File: config.mk
export PLATFORM = sky130hd
export DESIGN_NAME = tlc_multiway
export DESIGN_NICKNAME = d
export VERILOG_FILES = /design/src/rtl/tlc_pkg.sv /design/src/rtl/tlc_rr_pick.sv /design/src/rtl/tlc_multiway.sv
export SDC_FILE = /design/constraint.sdc
export NUM_CORES = 1
export LEC_CHECK = 0
export ABC_CLOCK_PERIOD_IN_PS = 3730
export CELL_PAD_IN_SITES_DETAIL_PLACEMENT = 1
export CELL_PAD_IN_SITES_GLOBAL_PLACEMENT = 1
export CORE_UTILIZATION = 44
export DETAILED_ROUTE_END_ITERATION = 12
export GPL_ROUTABILITY_DRIVEN = 0
export GPL_TIMING_DRIVEN = 0
export PLACE_DENSITY = 0.94
export SETUP_SLACK_MARGIN = 0.2
export SLEW_MARGIN = 20
export SYNTH_ARGS = -nofsm -noshare
export SYNTH_HDL_FRONTEND = slang
export SYNTH_SLANG_ARGS = --single-unit
File: constraint.sdc
create_clock -name clk -period 3.73 [get_ports clk]
set_input_delay 0.746 -clock clk [delete_from_list [all_inputs] [get_ports clk]]
set_output_delay 0.746 -clock clk [all_outputs]
set_load 0.02 [all_outputs]
File: src/rtl/tlc_pkg.sv
// Shared types and lamp encodings for the multi-road traffic light controller.
package tlc_pkg;

    typedef enum logic [1:0] {
        PH_GREEN     = 2'd0,
        PH_AMBER     = 2'd1,
        PH_ALL_RED   = 2'd2,
        PH_RED_AMBER = 2'd3
    } tlc_phase_e;

    // Per-road lamp triple is {red, amber, green}
    localparam logic [2:0] LAMP_RED       = 3'b100;
    localparam logic [2:0] LAMP_AMBER     = 3'b010;
    localparam logic [2:0] LAMP_GREEN     = 3'b001;
    localparam logic [2:0] LAMP_RED_AMBER = 3'b110;

endpackage

File: src/rtl/tlc_rr_pick.sv
// Round-robin finder: first requesting road after cur (wrapping), cur itself excluded.
module tlc_rr_pick #(
    parameter int N  = 4,
    parameter int IW = $clog2(N)
) (
    input  logic [N-1:0]  req,
    input  logic [IW-1:0] cur,
    output logic          found,
    output logic [IW-1:0] idx
);

    int j;

    // Walk from the farthest candidate inward so the nearest requester wins.
    always_comb begin
        found = 1'b0;
        idx   = cur;
        j     = 0;
        for (int k = N - 1; k >= 1; k--) begin
            j = int'(cur) + k;
            if (j >= N) j = j - N;
            if (req[j]) begin
                found = 1'b1;
                idx   = IW'(j);
            end
        end
    end

endmodule

File: src/rtl/tlc_multiway.sv
// N-road traffic light controller with internal phase timers and round-robin service.
//
// state        | meaning
// PH_GREEN     | road g green, others red; timer saturates at MAX_GREEN-1
// PH_AMBER     | road g amber, others red
// PH_ALL_RED   | every road red (clearance)
// PH_RED_AMBER | road n red+amber, others red; g<=n on exit
module tlc_multiway
    import tlc_pkg::*;
#(
    parameter int N_ROADS          = 4,
    parameter int CNT_W            = 16,
    parameter int MIN_GREEN        = 8,
    parameter int MAX_GREEN        = 32,
    parameter int AMBER_CYCLES     = 3,
    parameter int ALL_RED_CYCLES   = 2,
    parameter int RED_AMBER_CYCLES = 2
) (
    input  logic                         clk,
    input  logic                         rstn,
    input  logic [N_ROADS-1:0]           traffic_req,
    output logic [3*N_ROADS-1:0]         lamps,
    output logic [$clog2(N_ROADS)-1:0]   green_road,
    output logic [1:0]                   phase,
    output logic                         changeover
);

    localparam int GW = $clog2(N_ROADS);

    localparam logic [CNT_W-1:0] MIN_T = CNT_W'(MIN_GREEN - 1);
    localparam logic [CNT_W-1:0] MAX_T = CNT_W'(MAX_GREEN - 1);
    localparam logic [CNT_W-1:0] AMB_T = CNT_W'(AMBER_CYCLES - 1);
    localparam logic [CNT_W-1:0] AR_T  = CNT_W'(ALL_RED_CYCLES - 1);
    localparam logic [CNT_W-1:0] RA_T  = CNT_W'(RED_AMBER_CYCLES - 1);

    if (N_ROADS < 2 || N_ROADS > 16) begin : g_bad_roads
        $error("tlc_multiway: N_ROADS must be 2..16");
    end
    if (MIN_GREEN < 1 || MAX_GREEN < MIN_GREEN) begin : g_bad_green
        $error("tlc_multiway: need 1 <= MIN_GREEN <= MAX_GREEN");
    end
    if (AMBER_CYCLES < 1 || ALL_RED_CYCLES < 1 || RED_AMBER_CYCLES < 1) begin : g_bad_phase
        $error("tlc_multiway: amber, all-red and red-amber durations must be >= 1");
    end
    if ((MAX_GREEN - 1) >= (2 ** CNT_W)) begin : g_bad_cnt
        $error("tlc_multiway: CNT_W too narrow for MAX_GREEN-1");
    end

    tlc_phase_e          phase_q;
    logic [GW-1:0]       g_q;
    logic [GW-1:0]       n_q;
    logic [CNT_W-1:0]    timer_q;

    logic [N_ROADS-1:0]  own_mask;
    logic                other_req;
    logic                own_req;
    logic                exit_green;
    logic                pick_found;
    logic [GW-1:0]       pick_idx;

    always_comb begin
        own_mask      = '0;
        own_mask[g_q] = 1'b1;
    end

    assign other_req  = |(traffic_req & ~own_mask);
    assign own_req    = traffic_req[g_q];
    assign exit_green = other_req && (timer_q >= MIN_T) && (!own_req || (timer_q >= MAX_T));
    assign changeover = (phase_q == PH_GREEN) && exit_green;

    tlc_rr_pick #(
        .N  (N_ROADS),
        .IW (GW)
    ) u_pick (
        .req   (traffic_req),
        .cur   (g_q),
        .found (pick_found),
        .idx   (pick_idx)
    );

    // exit_green implies other_req, so pick_found is always set when n is latched.
    always_ff @(posedge clk or negedge rstn) begin
        if (!rstn) begin
            phase_q <= PH_GREEN;
            g_q     <= '0;
            n_q     <= '0;
            timer_q <= '0;
        end else begin
            case (phase_q)
                PH_GREEN: begin
                    if (exit_green && pick_found) begin
                        phase_q <= PH_AMBER;
                        n_q     <= pick_idx;
                        timer_q <= '0;
                    end else if (timer_q != MAX_T) begin
                        timer_q <= timer_q + CNT_W'(1);
                    end
                end
                PH_AMBER: begin
                    if (timer_q == AMB_T) begin
                        phase_q <= PH_ALL_RED;
                        timer_q <= '0;
                    end else begin
                        timer_q <= timer_q + CNT_W'(1);
                    end
                end
                PH_ALL_RED: begin
                    if (timer_q == AR_T) begin
                        phase_q <= PH_RED_AMBER;
                        timer_q <= '0;
                    end else begin
                        timer_q <= timer_q + CNT_W'(1);
                    end
                end
                default: begin
                    if (timer_q == RA_T) begin
                        phase_q <= PH_GREEN;
                        g_q     <= n_q;
                        timer_q <= '0;
                    end else begin
                        timer_q <= timer_q + CNT_W'(1);
                    end
                end
            endcase
        end
    end

    always_comb begin
        for (int i = 0; i < N_ROADS; i++) begin
            lamps[3*i +: 3] = LAMP_RED;
            case (phase_q)
                PH_GREEN:     if (g_q == GW'(i)) lamps[3*i +: 3] = LAMP_GREEN;
                PH_AMBER:     if (g_q == GW'(i)) lamps[3*i +: 3] = LAMP_AMBER;
                PH_RED_AMBER: if (n_q == GW'(i)) lamps[3*i +: 3] = LAMP_RED_AMBER;
                default:      lamps[3*i +: 3] = LAMP_RED;
            endcase
        end
    end

    assign green_road = g_q;
    assign phase      = phase_q;

endmodule
==> reports/results.ini, run 1 <==
[cts]
cts_tree = yes
cts.clk_slew.worst_paths_ns = 0.09
clock_latency_ns = 0.27
post_cts_buffers = 0
htreeDepth = 1
clockBufferDepth = 2
cts.sinks = 22
cts_inserted_buffers = 3
clockRootBuffer = clkbuf_8

[synth]
synth-seq-area-share = 0.319
synth-seq-cells = 22
synth_mux_area_frac = 0.0522
synth.distinct_cells = 45
async_flop_share = 1.00
synth_top_family_by_area = simple AND/OR/NAND/NOR gates
ys.flop_type = dfrtp_1
synth-simple-area-share = 0.285
syn_inst = 203
synth_compound_area_frac = 0.147
synth_area_per_cell_sq_um = 8.49
synthTopCellsByArea = dfrtp_1 32%, ha_1 8.7%, nor2_1 6.7%, xor2_1 4.1%, nand2_1 3.5%
synth_nets = 221
yosysWarnings = 0
synth_top_area_cell = dfrtp_1
synth_edf_count = 0
synth.top_cell.area_share = 0.319
synth.cell_area_sq_um = 1720
synth_xor_area_frac = 0.0610
synth_fa_ha_area_frac = 0.0871

[setup_path]
cp_slowest_cell = clkdlybuf4s50_1
crit_buf_inv = 3
cp_max_fo = 8
start_kind = input pin
critPathMaxStageDelay_ns = 0.55
worstSetupEndpointType = output pin
crit_type = input pin to output pin
cp_top_family = buffers and inverters
worst_ep_arrival_time_ns = 2.67
crit_required_ns = 2.98
crit_chain = clkdlybuf4s50_1, mux4_2, inv_1, o211ai_1, nor2_1, dlygate4sd2_1

[min_path]
hold_path_class = register to register

[routing]
postRouteAntennaNets = 0
vias_per_cell = 5.93
wl_per_cell_microns = 18.1
vias = 1638
drc_errors = 0
drt_iter0_markers = 52
drt_wl_total_mm = 4.99
firstDrtPassIters = 4

[power]
leakage_nw = 0.900
power_switching_w = 0.000776
p_comb_frac = 0.628
p_per_area_nw_per_um2 = 793
p_seq_frac = 0.231
ir_worst_vdd_v = 0.000369
pwr-share-clk = 0.141
switching_share = 0.474
p_int_w = 0.000860

[timing]
tightest_slew_ns = 0.998
setup_viol = 0
hold_violations = 0
setup_slack_ns = 0.316
period_needed_ns = 3.41
worst_clock_skew_ns = 0.000832
min_period_over_period = 0.915
relSlewSlack = 0.333
rsz0062_at_grt = no
fmax_ghz = 0.293
finalSetupTns_ns = 0
slew_violations = 0

[global_route]
grt_pass1_wl_mm = 8.27
antenna_found_initial = 0
track_usage = 0.257
grt_max_degree = 23
overflow = 0
grt_pass1_vias = 1618

[die]
die_area_sq_um = 4170
die_y_microns = 64.6
start_util = 0.464
row_count = 22
die_x_microns = 64.6
io_pins = 23
core-area_sq_um = 3720

[finish]
antenna_cells = 0
drive_gt1_frac = 0.0746
finalNetCount = 247
syn2layout_area_growth_pct = 19.7

[job]
drv_cap = 0

[place]
place_hpwl_mm = 3.63
pre_cts_slack_ns = 0.125
port_buffers = 21

[status]
status = finished, final reports clean

## sequential cells by signal (all words and copies together), names as in the netlist
name and cells:
green_road 2, n_q 2, phase 2, timer_q 16
## power groups by stage
stage | sequential [W] | clock [W] | combinational [W]
detailed placement | 0.000379 | 0 | 0.00101
global placement | 0.000372 | 0 | 0.000958
finish | 0.000378 | 0.000230 | 0.00103
floorplan | 0.000382 | 0 | 0.000654
global route | 0.000388 | 0.000241 | 0.00111
CTS | 0.000378 | 0.000233 | 0.00103
## metrics by stage
stage | instance area, sq um | total power (W) | hold WS [ns] | instances | util
finish | 2060 | 0.00164 | 0.577 | 276 | 0.556
global route | 2060 | 0.00174 | 0.610 | 276 | 0.556
CTS | 2060 | 0.00164 | 0.580 | 276 | 0.556
detailed placement | 1990 | 0.00139 | 0.558 | 272 | 0.537
global placement | 1990 | 0.00133 | 0.547 | 272 | 0.537
floorplan | 1720 | 0.00104 | 0.450 | 203 | -
## synthesized netlist by cell type (all sizes together), types with 3 or more instances
cell type,count
o21ai,8
xor2,8
nand2,17
buf,3
xnor2,4
mux2i,3
nand4,9
nor3,6
mux2,3
nor2,31
nand3,8
nor4,3
a211oi,3
and2,5
inv,14
ha,12
a32oi,3
clkbuf,4
nand2b,3
dfrtp,22
and3,4
a21oi,9
## worst register-to-register path: cells and delay by family, from the launching register on
kind	cells	cell delay [ns]
buffers and inverters	2	0.39
and+or+nand+nor	2	0.73
DFF	1	0.51
AOI/OAI and AO/OA	4	0.92
adders and majority gates	1	0.25
## what timing repair did
item,in CTS,in global routing
hold endpoints to repair,0,0
hold buffers,0,0
resized for setup,1,0
endpoints found under the setup margin,1,0
## cell usage in the layout (no fill, tap or decap), types with 5 or more instances in the layout
cell type and count:
a21oi_1 9, and2_1 5, clkdlybuf4s50_1 20, dfrtp_1 22, ha_1 12, inv_1 14
nand2_1 16, nand3_1 8, nand4_1 8, nor2_1 31, nor3_1 6, o21ai_0 8
xor2_1 8
## path summary, 6_finish.rpt
path                                      from     endpoint  slack, ns  depth (start not counted)
worst max-delay path            traffic_req[3]   changeover       0.32                          6
worst min register to register     timer_q[15]  timer_q[15]       0.58                          2
worst max register to register   green_road[1]       n_q[1]       0.82                          9
worst min-delay path               timer_q[15]  timer_q[15]       0.58                          2
min in group asynchronous                 rstn  timer_q[10]       1.02                          1
max in group asynchronous                 rstn     phase[1]       2.11                          1
## metal layers
| metal | vias to the layer above | track usage | share of wire |
|---|---|---|---|
| met2 | 29 | 0.463 | 0.50 |
| met4 | 0 | 0.0472 | 0.012 |
| met5 | - | 0 | 0 |
| met3 | 8 | 0.0264 | 0.018 |
| li1 | 769 | - | - |
| met1 | 832 | 0.334 | 0.47 |
## cells by family (layout without fill, tap and decap cells)
logic type,Yosys count,count (layout)
buffers and inverters,21,46
multiplexers,7,7
AO/OA/AOI/OAI,36,36
XOR/XNOR,12,12
adder cells (fa/ha/maj),12,12
flip-flops,22,22
AND/OR/NAND/NOR,93,93
## area by class of cell
cell class / instances / area, sq um
plain buffers: 7 / 30.0
well taps: 48 / 60.1
fillers: 458 / 1650
inverters: 14 / 52.6
clock inverters: 1 / 30.0
multi-input cells: 160 / 1090
repair buffers: 21 / 209
clock buffers: 3 / 41.3
flip-flops and latches: 22 / 551
No activity file was read; power rests on OpenSTA's default activity.
==> run 2, diff against run 1 <==
CAP_MARGIN = 20   (was not set)
CORE_MARGIN = 8   (was not set)
GPL_TIMING_DRIVEN = not set   (was 0)
==> reports/results.ini, run 2 (synthesis results as in run 1) <==
[finish]
drive_gt1_frac = 0.0965
finalNetCount = 247
final_cell_mix = 31 x nor2_1, 21 x dfrtp_1, 20 x clkdlybuf4s50_1, 16 x nand2_1, 14 x inv_1
syn2layout_area_growth_pct = 21.2
finish.utilization = 0.562
antenna_cells = 0
top_register = timer_q
fillCellCount = 443
final_common_cell = nor2_1
largest_reg_flops = 16

[cts]
clock_latency_ns = 0.27
clockBufferDepth = 2
cts_tree = yes
cts_inserted_buffers = 3
htreeDepth = 1
hold_buffers = 0
cts.sinks = 22
clockRootBuffer = clkbuf_8
cts.clk_slew.worst_paths_ns = 0.09

[job]
drv_cap = 0

[timing]
fmax_ghz = 0.308
tightest_slew_ns = 0.641
finalSetupTns_ns = 0
holdWs_ns = 0.435
rsz0062_at_grt = no
period_needed_ns = 3.24
setup_viol = 0
slew_violations = 0
min_period_over_period = 0.870
hold_violations = 0
worst_clock_skew_ns = 0.00495
relSlewSlack = 0.571

[die]
die_y_microns = 78.6
core-area_sq_um = 3720
start_util = 0.464
die_x_microns = 78.6
die_area_sq_um = 6180
io_pins = 23
row_count = 22

[routing]
drc_errors = 0
firstDrtPassIters = 4
vias_per_cell = 5.92
wl_per_cell_microns = 18.6
drt_wl_total_mm = 5.14
drt_iter0_markers = 92
vias = 1633
postRouteAntennaNets = 0

[setup_path]
r2r-start = green_road[1]
worstSetupEndpointType = output pin
worst_ep_arrival_time_ns = 2.50
crit_type = register to output pin
r2r_slack_ns = 1.11
cp_max_fo = 10
start_kind = register
reg2reg_depth = 9
reg2reg_to = n_q[1]
crit_required_ns = 2.98
cp-startpoint = phase[1]

[place]
place_hpwl_mm = 3.97
port_buffers = 22

[global_route]
track_usage = 0.171
overflow = 0
grt_max_degree = 23
grt_pass1_vias = 1674
antenna_found_initial = 0
grt_pass1_wl_mm = 8.71

[power]
leakage_nw = 0.926
ir_worst_vdd_v = 0.000523
p_per_area_nw_per_um2 = 783
fin_total_pwr_w = 0.00164

[min_path]
hold_path_class = input pin to asynchronous set/reset pin

[status]
status = finished, final reports clean

-- run 2: worst max-delay path by stage --
stage,slack (ns),to
global route,0.35,lamps[0]
global placement,0.35,changeover
detailed placement,0.28,changeover
finish,0.49,lamps[0]
floorplan,1.09,changeover
CTS,0.22,changeover
-- run 2: power breakdown --
| group | total (W) | internal (W) | switching [W] |
|---|---|---|---|
| Combinational | 0.00101 | 0.000433 | 0.000575 |
| Sequential | 0.000402 | 0.000295 | 0.000107 |
| Clock | 0.000226 | 0.000143 | 0.0000827 |
-- run 2: worst max-delay path, stage by stage (launching register included) --
cell and delay, ns:
dfrtp_1 0.48, inv_1 0.12, ha_1 0.34, inv_1 0.18, nor2_1 0.29, and2_1 0.20
clkdlybuf4s50_1 0.64
-- run 2: repair_timing --
action                                  in CTS  in global routing
resized for setup                            0                  2
endpoints found under the setup margin       0                  1
endpoints found under the hold margin        0                  0
setup buffers                                0                  0
-- run 2: layout make-up --
| type | count | area (sq um) | area share |
|---|---|---|---|
| clock buffer | 3 | 41.3 | 0.0198 |
| clock inverter | 1 | 30.0 | 0.0144 |
| inverter | 14 | 52.6 | 0.0251 |
| multi-input combinational | 160 | 1090 | 0.522 |
| sequential | 22 | 552 | 0.264 |
| tap | 48 | 60.1 | 0.0287 |
| timing repair buffer | 28 | 263 | 0.126 |
-- run 2: per-stage QoR --
stage | cells | worst slack (ns) | cell area [sq um]
final | 276 | 0.486 | 2090
after global routing | 276 | 0.350 | 2090
after CTS | 276 | 0.218 | 2090
after detailed placement | 272 | 0.280 | 2020
after global placement | 272 | 0.347 | 2020
after floorplan | 203 | 1.09 | 1720
-- run 2: per-layer routing --
layer  global-route usage  wire length [microns]  vias up
met4               0.0574                    149        0
li1                     -                      -      770
met1                0.211                   2230      818
met5                    0                      0        -
met2                0.297                   2610       34
met3               0.0228                    143       11
